$ cat src/rtl/adder_stream_src_if.sv
// Beat stream from adder_stream_src towards a simple_adder lane (din_valid/din).
// No backpressure: the master strobes valid and the slave must take every beat.
interface adder_stream_src_if #(
   parameter int unsigned Width = 8
);
   logic             valid;
   logic [Width-1:0] data;

   modport master (output valid, data);
   modport slave  (input  valid, data);
endinterface

$ cat src/rtl/adder_stream_src.sv
// Burst traffic source: NUM beats of ramp data separated by a fixed idle gap.
// Define ADDER_SRC_LFSR_EN to add the mode port and a Galois LFSR data sequence.
module adder_stream_src #(
   parameter int unsigned      Width = 8,
   parameter int unsigned      CntW  = 16,
   parameter int unsigned      GapW  = 8,
   parameter logic [Width-1:0] Poly  = 8'hB8
) (
   input  logic             clk_i,
   input  logic             rst_i,
   input  logic             start_i,
   input  logic             abort_i,
   input  logic [CntW-1:0]  num_beats_i,
   input  logic [GapW-1:0]  gap_i,
   input  logic [Width-1:0] seed_i,
   input  logic [Width-1:0] step_i,
`ifdef ADDER_SRC_LFSR_EN
   input  logic             mode_i,
`endif
   output logic             busy_o,
   output logic             done_o,
   output logic [CntW-1:0]  beats_sent_o,
   adder_stream_src_if.master tx
);

   typedef enum logic [1:0] {StIdle, StSend, StGap, StDone} state_e;

   state_e           state_q, state_d;
   logic [CntW-1:0]  num_q, num_d;
   logic [CntW-1:0]  beats_q, beats_d;
   logic [GapW-1:0]  gap_q, gap_d;
   logic [GapW-1:0]  gap_cnt_q, gap_cnt_d;
   logic [Width-1:0] step_q, step_d;
   logic [Width-1:0] data_q, data_d;
   logic             done_q, done_d;
   logic [Width-1:0] seed_eff;
   logic [Width-1:0] data_next;

`ifdef ADDER_SRC_LFSR_EN
   logic mode_q, mode_d;

   // An all-zero LFSR state would never leave zero, so seed 0 becomes 1.
   always_comb begin
      seed_eff = seed_i;
      if (mode_i && (seed_i == '0)) begin
         seed_eff = Width'(1);
      end
   end

   always_comb begin
      data_next = data_q + step_q;
      if (mode_q) begin
         data_next = (data_q >> 1) ^ (data_q[0] ? Poly : '0);
      end
   end
`else
   logic unused_poly;
   assign unused_poly = ^Poly;
   assign seed_eff    = seed_i;
   assign data_next   = data_q + step_q;
`endif

   always_ff @(posedge clk_i) begin
      if (rst_i) begin
         state_q   <= StIdle;
         num_q     <= '0;
         beats_q   <= '0;
         gap_q     <= '0;
         gap_cnt_q <= '0;
         step_q    <= '0;
         data_q    <= '0;
         done_q    <= 1'b0;
`ifdef ADDER_SRC_LFSR_EN
         mode_q    <= 1'b0;
`endif
      end else begin
         state_q   <= state_d;
         num_q     <= num_d;
         beats_q   <= beats_d;
         gap_q     <= gap_d;
         gap_cnt_q <= gap_cnt_d;
         step_q    <= step_d;
         data_q    <= data_d;
         done_q    <= done_d;
`ifdef ADDER_SRC_LFSR_EN
         mode_q    <= mode_d;
`endif
      end
   end

   always_comb begin
      state_d   = state_q;
      num_d     = num_q;
      beats_d   = beats_q;
      gap_d     = gap_q;
      gap_cnt_d = gap_cnt_q;
      step_d    = step_q;
      data_d    = data_q;
      done_d    = 1'b0;
`ifdef ADDER_SRC_LFSR_EN
      mode_d    = mode_q;
`endif

      unique case (state_q)
         StIdle: begin
            // abort has priority over start, even for an empty burst.
            if (start_i && !abort_i) begin
               beats_d = '0;
               if (num_beats_i == '0) begin
                  done_d = 1'b1;
               end else begin
                  num_d   = num_beats_i;
                  gap_d   = gap_i;
                  step_d  = step_i;
                  data_d  = seed_eff;
`ifdef ADDER_SRC_LFSR_EN
                  mode_d  = mode_i;
`endif
                  state_d = StSend;
               end
            end
         end
         StSend: begin
            // The beat is already on the bus this cycle, so it counts even if aborted.
            beats_d = beats_q + CntW'(1);
            data_d  = data_next;
            if (abort_i) begin
               state_d = StIdle;
            end else if (beats_q == num_q - CntW'(1)) begin
               state_d = StDone;
               done_d  = 1'b1;
            end else if (gap_q != '0) begin
               state_d   = StGap;
               gap_cnt_d = gap_q;
            end
         end
         StGap: begin
            if (abort_i) begin
               state_d = StIdle;
            end else if (gap_cnt_q == GapW'(1)) begin
               state_d   = StSend;
               gap_cnt_d = '0;
            end else begin
               gap_cnt_d = gap_cnt_q - GapW'(1);
            end
         end
         StDone: begin
            state_d = StIdle;
         end
         default: begin
            state_d = StIdle;
         end
      endcase
   end

   assign busy_o       = (state_q != StIdle);
   assign done_o       = done_q;
   assign beats_sent_o = beats_q;
   assign tx.valid     = (state_q == StSend);
   assign tx.data      = (state_q == StSend) ? data_q : '0;

endmodule

$ cat src/flat_wrapper.sv
// flat-port wrapper written by rule: the top's interface ports become plain ports
module adder_stream_src_flat 
#(
   parameter int unsigned      Width = 8,
   parameter int unsigned      CntW  = 16,
   parameter int unsigned      GapW  = 8,
   parameter logic [Width-1:0] Poly  = 8'hB8
)
  (clk_i, rst_i, start_i, abort_i, num_beats_i, gap_i, seed_i, step_i, busy_o, done_o, beats_sent_o, tx_valid, tx_data);
  adder_stream_src_if #(.Width(Width)) tx_i ();
  input  logic clk_i;
  input  logic rst_i;
  input  logic start_i;
  input  logic abort_i;
  input  logic [CntW-1:0] num_beats_i;
  input  logic [GapW-1:0] gap_i;
  input  logic [Width-1:0] seed_i;
  input  logic [Width-1:0] step_i;
  output logic busy_o;
  output logic done_o;
  output logic [CntW-1:0] beats_sent_o;
  output wire logic [$bits(tx_i.valid)-1:0] tx_valid;
  output wire logic [$bits(tx_i.data)-1:0] tx_data;
  assign tx_valid = tx_i.valid;
  assign tx_data = tx_i.data;
  adder_stream_src #(.Width(Width), .CntW(CntW), .GapW(GapW), .Poly(Poly)) u_core (.clk_i(clk_i), .rst_i(rst_i), .start_i(start_i), .abort_i(abort_i), .num_beats_i(num_beats_i), .gap_i(gap_i), .seed_i(seed_i), .step_i(step_i), .busy_o(busy_o), .done_o(done_o), .beats_sent_o(beats_sent_o), .tx(tx_i));
endmodule
$ cat config.mk
export PLATFORM = sky130hd
export DESIGN_NAME = adder_stream_src_flat
export DESIGN_NICKNAME = d
export VERILOG_FILES = /design/src/rtl/adder_stream_src_if.sv /design/src/rtl/adder_stream_src.sv /design/src/flat_wrapper.sv
export SDC_FILE = /design/constraint.sdc
export NUM_CORES = 1
export LEC_CHECK = 0
export ABC_AREA = 1
export BUFFER_PORTS_ARGS = -buffer_cell sky130_fd_sc_hd__buf_2
export CAP_MARGIN = 20
export CORE_MARGIN = 1.5
export CORE_UTILIZATION = 45
export CTS_BUF_LIST = sky130_fd_sc_hd__clkbuf_4 sky130_fd_sc_hd__clkbuf_8 sky130_fd_sc_hd__clkbuf_16
export DETAILED_ROUTE_END_ITERATION = 8
export PLACE_DENSITY = 0.69
export SLEW_MARGIN = 20
export SYNTH_ARGS = -nofsm -noshare
export SYNTH_HDL_FRONTEND = slang
export SYNTH_SLANG_ARGS = --single-unit
$ cat constraint.sdc
create_clock -name clk_i -period 3.5 [get_ports clk_i]
set_input_delay 0.7 -clock clk_i [delete_from_list [all_inputs] [get_ports clk_i]]
set_output_delay 0.7 -clock clk_i [all_outputs]
set_load 0.005 [all_outputs]
Word level (Yosys, flattened, before mapping)
Index checks and enable logic that the tools add are counted.

storage, ports and cells
  register bits after elaboration = 67
  word-level logic and storage cells = 64
  input bits = 44
  output and inout port bits = 27

operators by class
  reduce and logical (&&, ||, !) cells = 13
  add/sub/neg operators = 4
  bitwise gates (word level) = 1
  mux-type cells = 25
  equality and inequality tests = 13

operator list
  operator                                               count
  2-to-1 mux 8 bit                                       8
  one-hot mux 16 bit (2 select lines)                    1
  one-hot mux 8 bit (2 select lines)                     2
  adder 16 x 1 -> 16 bit, second input constant          1
  == test 16 bit                                         1
  logical NOT 16 bit                                     1
  2-to-1 mux 16 bit                                      1
  subtractor 16 x 1 -> 16 bit, second input constant     1
  2-to-1 mux 2 bit                                       7
  adder 8 bit                                            1
  == test 8 x 1 -> 1 bit, second input constant          1
  inequality test 2 bit, second input constant           4
  one-hot mux 2 bit (4 select lines)                     1
  nonzero test 8 bit                                     1
  subtractor 8 x 1 -> 8 bit, second input constant       1
  AND reduction 3 bit                                    2
  nonzero test 2 bit                                     3
  AND reduction 5 bit                                    1
  == test 2 bit, second input constant                   2
  2-to-1 mux 1 bit                                       4
  inequality test 2 x 1 -> 1 bit, second input constant  2
  inequality test 4 x 2 -> 1 bit, second input constant  1
  AND reduction 4 bit                                    1
  inequality test 3 x 2 -> 1 bit, second input constant  1
  7 further kinds                                        7

Depth between registers and ports, before layout
  depth after elaboration = 5
  mapped depth = 16
  gate-level depth less buffers = 16

Worst setup path before layout
No wires, ideal clock.

  kind = input-to-reg
  start point = input num_beats_i[4]
  end point = register u_core.gap_q[0]
  path buffers = 2
  arrival time = 1.818 ns
  setup time = 0.128 ns
  data required time = 3.372 ns
  cell stages on the path = 6
  setup slack = 1.553 ns
  cell sequence = nor4_1 -> nand4_1 -> nand2_1 -> clkbuf_1 -> clkbuf_1 -> a21oi_1

between the ends
  cells in the longest elaborated chain, start to end = 3

RTL lines
  item                                  RTL line                 RTL
  from (decl)                           flat_wrapper.sv:15       input logic [CntW-1:0] num_beats_i;
  logical NOT 16 bit                    adder_stream_src.sv:109  if (num_beats_i == '0) begin
  NOT 1 bit (no source line)            --
  AND reduction 3 bit (no source line)  --
  to (signal assigned)                  adder_stream_src.sv:80   gap_q <= gap_d;
  to (decl)                             adder_stream_src.sv:31   logic [GapW-1:0] gap_q, gap_d;

Every way passes these cells.
A chain may end at the register's enable or synchronous reset.

Final worst setup path
  start point = input num_beats_i[0]
  end point = register u_core.data_q[3]

between the ends
  cells in the longest elaborated chain, start to end = 3

RTL lines
  item                                    RTL line                 RTL
  logical NOT 16 bit                      adder_stream_src.sv:109
  inequality test 2 bit (no source line)  --
  AND reduction 3 bit (no source line)    --
  to (signal assigned)                    adder_stream_src.sv:83   data_q <= data_d;
  to (decl)                               adder_stream_src.sv:34   logic [Width-1:0] data_q, data_d;

Every way passes these cells.

==> metrics <==
unrepaired setup endpoints after global routing=no; post-synth top area share=33.0%; FFs w/ async S/R, synth=0%; P_leak=2.28 nW; final antenna-violating net count=0; Crit Reg-Reg Startpoint=u_core.num_q[0]; Starting DRT DRC Count=125; PnR worst setup slack=1.18 ns; Die Wd=98 µm; total routed wirelength=9.90 mm; Via density=5.09; largest net degree at the start of global routing=28; Worst Max-Slew Pin Slew=0.696 ns; largest family of logic cells by synthesized area=simple AND/OR/NAND/NOR gates; layout overhead on the synthesized area=14.8%; Initial DRT Pass Iterations=5; total track usage=21.3%; Synth Area in Simple Gates=32.4%; global placer's final weighted congestion=0.885; clock latency on the worst-skew pair=0.34 ns; compound-gate portion of the synthesized area=17.0%; CTS resizes=0; vias in the first global route=3,860; Num CTS Buffers=9; first-pass GRT wire length=16.8 mm; post-layout min period=2.32 ns; Root Driver=clkbuf_8; CTS tree=built; outcome=finished, final reports clean; synthesized net count=673; total power=2.92 mW; Setup WS pre-CTS=0.831 ns; R2R setup slack=1.32 ns; antenna cells=0; Synth Cell Area=4060 µm²; # DRC=0; crit start category=primary input; Final Max Slew Viols=0; worst vdd ir=0.000317 V; number of setup buffers added after CTS=0; Placeable Area=8720 µm²; Main synth FF type=dfxtp_1; CP Class=primary input to flip-flop; share of cells above drive strength 1=18.0%; Hold Buf Count CTS=0; Synth area leader=dfxtp_1; synthesized instance count=617; number of setup violations in the final report=0; antenna violations before repair=0; Setup TNS=0 ns; # IOs=71; FILL cells=893; XOR/XNOR share of the synthesized area=4.10%; Post-synth EDFFs=0; max_slew headroom=53.4%; GRT overflow=0; top cells by area, synth=dfxtp_1 33%, nand2_1 11%, nor2_1 8.3%; WL per Instance=12.4 µm; NumNets Final=741; H-Tree Depth=3; Synth Register Bits=67; HP Start=u_core.data_q[2]; Worst Reg-to-Reg Cells=14; # port buffers=70; Rows=34; dpl hpwl=7.64 mm; Worst Hold Endpoint=u_core.data_q[2]; post-route clock period utilization=66.3%; Hold Vio Cnt, Final=0; Worst Skew=0.00649 ns; Crit. End Element=flip-flop; register area share after synthesis=33.0%; Worst Hold Class=flip-flop to flip-flop; Die Height=98 µm; Via Count=4,051; Max FO, Critical Path=11; Starting Density=46.6%; mux contribution to synthesized area=0%; die area=9600 µm²; power density over the cells=626 nW/µm²; final hold slack=0.487 ns; max-cap viol count=0; Adder-Cell Fraction of Synth Area=3.88%; Ys Warns=0; Distinct cells, synth=40; achievable clock frequency=0.431 GHz; clk sink count=67; Worst EP arrival=2.54 ns; worst endpoint required time=3.73 ns; Longest Clk Path Bufs=2; CTS clk-pin slew, worst paths=0.07 ns; Avg Synthesized Cell Area=6.58 µm²; hold path depth=2; RR Endpoint=u_core.gap_cnt_q[7]
Yosys cell counts, types with 3 or more instances:
library cell / instances
inv_2: 3
xor2_1: 11
nor4_1: 6
o21ai_0: 56
xnor2_1: 8
nand3_1: 28
nor3_1: 7
nor2_2: 9
inv_1: 75
nand3b_1: 4
o22ai_1: 7
nand4_1: 5
nor2_4: 4
nand3_2: 4
nand2_2: 8
ha_1: 11
dfxtp_1: 67
a21oi_1: 60
nor2_1: 90
nand2_1: 120
clkbuf_1: 10
worst max-delay path by stage:
stage	startpoint	end	slack, ns	cells past startpoint
global placement	num_beats_i[8]	u_core.data_q[5]	0.92	8
finish	num_beats_i[0]	u_core.data_q[3]	1.18	8
CTS	num_beats_i[15]	u_core.data_q[3]	1.20	8
global route	num_beats_i[15]	u_core.num_q[15]	1.04	8
floorplan	num_beats_i[4]	u_core.gap_q[0]	1.55	6
detailed placement	num_beats_i[15]	u_core.data_q[3]	0.83	8
critical path: stages:
cell and delay (ns):
buf_2 0.10, nor4_1 0.46, nand4_1 0.23, or2_2 0.35, nand2_1 0.29, inv_1 0.15
o21ai_0 0.19, a21oi_1 0.07
per-layer routing:
| layer | global-route usage, % | vias to the layer above | share of wire [%] |
|---|---|---|---|
| met4 | 4.95 | 0 | 0.97 |
| met3 | 4.80 | 9 | 4.2 |
| met5 | 0 | - | 0 |
| met2 | 39.4 | 96 | 50 |
| met1 | 24.8 | 1816 | 45 |
| li1 | - | 2130 | - |
layout by cell type, fill, tap and decap left out, types with 3 or more instances in the layout:
cell,Yosys,routed
xor2_1,11,11
a21oi_1,60,60
nand3_2,4,4
nand2_1,120,120
nor4_1,6,6
o21ai_0,56,56
nor2_4,4,4
nor3_1,7,7
nor2_2,9,9
inv_1,75,75
ha_1,11,11
o22ai_1,7,7
nand4_1,5,5
nor2_1,90,90
inv_2,3,3
dfxtp_1,67,67
clkbuf_8,0,11
nand3b_1,4,4
buf_2,2,70
buf_4,1,4
nand3_1,28,28
nand2_2,8,8
xnor2_1,8,8
report_power, final:
part | switching (mW) | internal, mW | leakage (nW) | total, mW
registers | 0.120 | 0.901 | 0.548 | 1.02
logic | 0.831 | 0.489 | 1.65 | 1.32
clock network | 0.284 | 0.295 | 0.0877 | 0.579
logic make-up (layout without fill, tap and decap cells):
group                    Yosys count  after routing
adder cells (fa/ha/maj)           12             12
XOR/XNOR                          19             19
flip-flops                        67             67
AO/OA/AOI/OAI                    131            131
buffers and inverters             97            168
AND/OR/NAND/NOR                  291            291
sequential cells by signal (all words and copies together) (netlist names):
| name | flops |
|---|---|
| u_core.beats_sent_o | 16 |
| u_core.num_q | 16 |
| u_core.data_q | 8 |
| u_core.gap_cnt_q | 8 |
| u_core.gap_q | 8 |
| u_core.step_q | 8 |
| u_core.state_q | 2 |
| u_core.done_o | 1 |
through the flow:
stage                     util [%]  cells  area (µm²)
final                         53.5    796        4660
after global routing          53.5    796        4660
after CTS                     53.5    796        4660
after detailed placement      51.5    782        4490
after global placement        51.5    782        4490
after floorplan                  -    617        4060
layout make-up:
class,instances,area (µm²),area share [%]
well taps,108,135,2.90
clock inverters,2,12.5,0.268
multi-input cells,453,2330,50.0
flip-flops and latches,67,1340,28.8
repair buffers,74,380,8.16
clock buffers,12,159,3.41
inverters,80,303,6.49
Power figures use the tool's default switching activity.
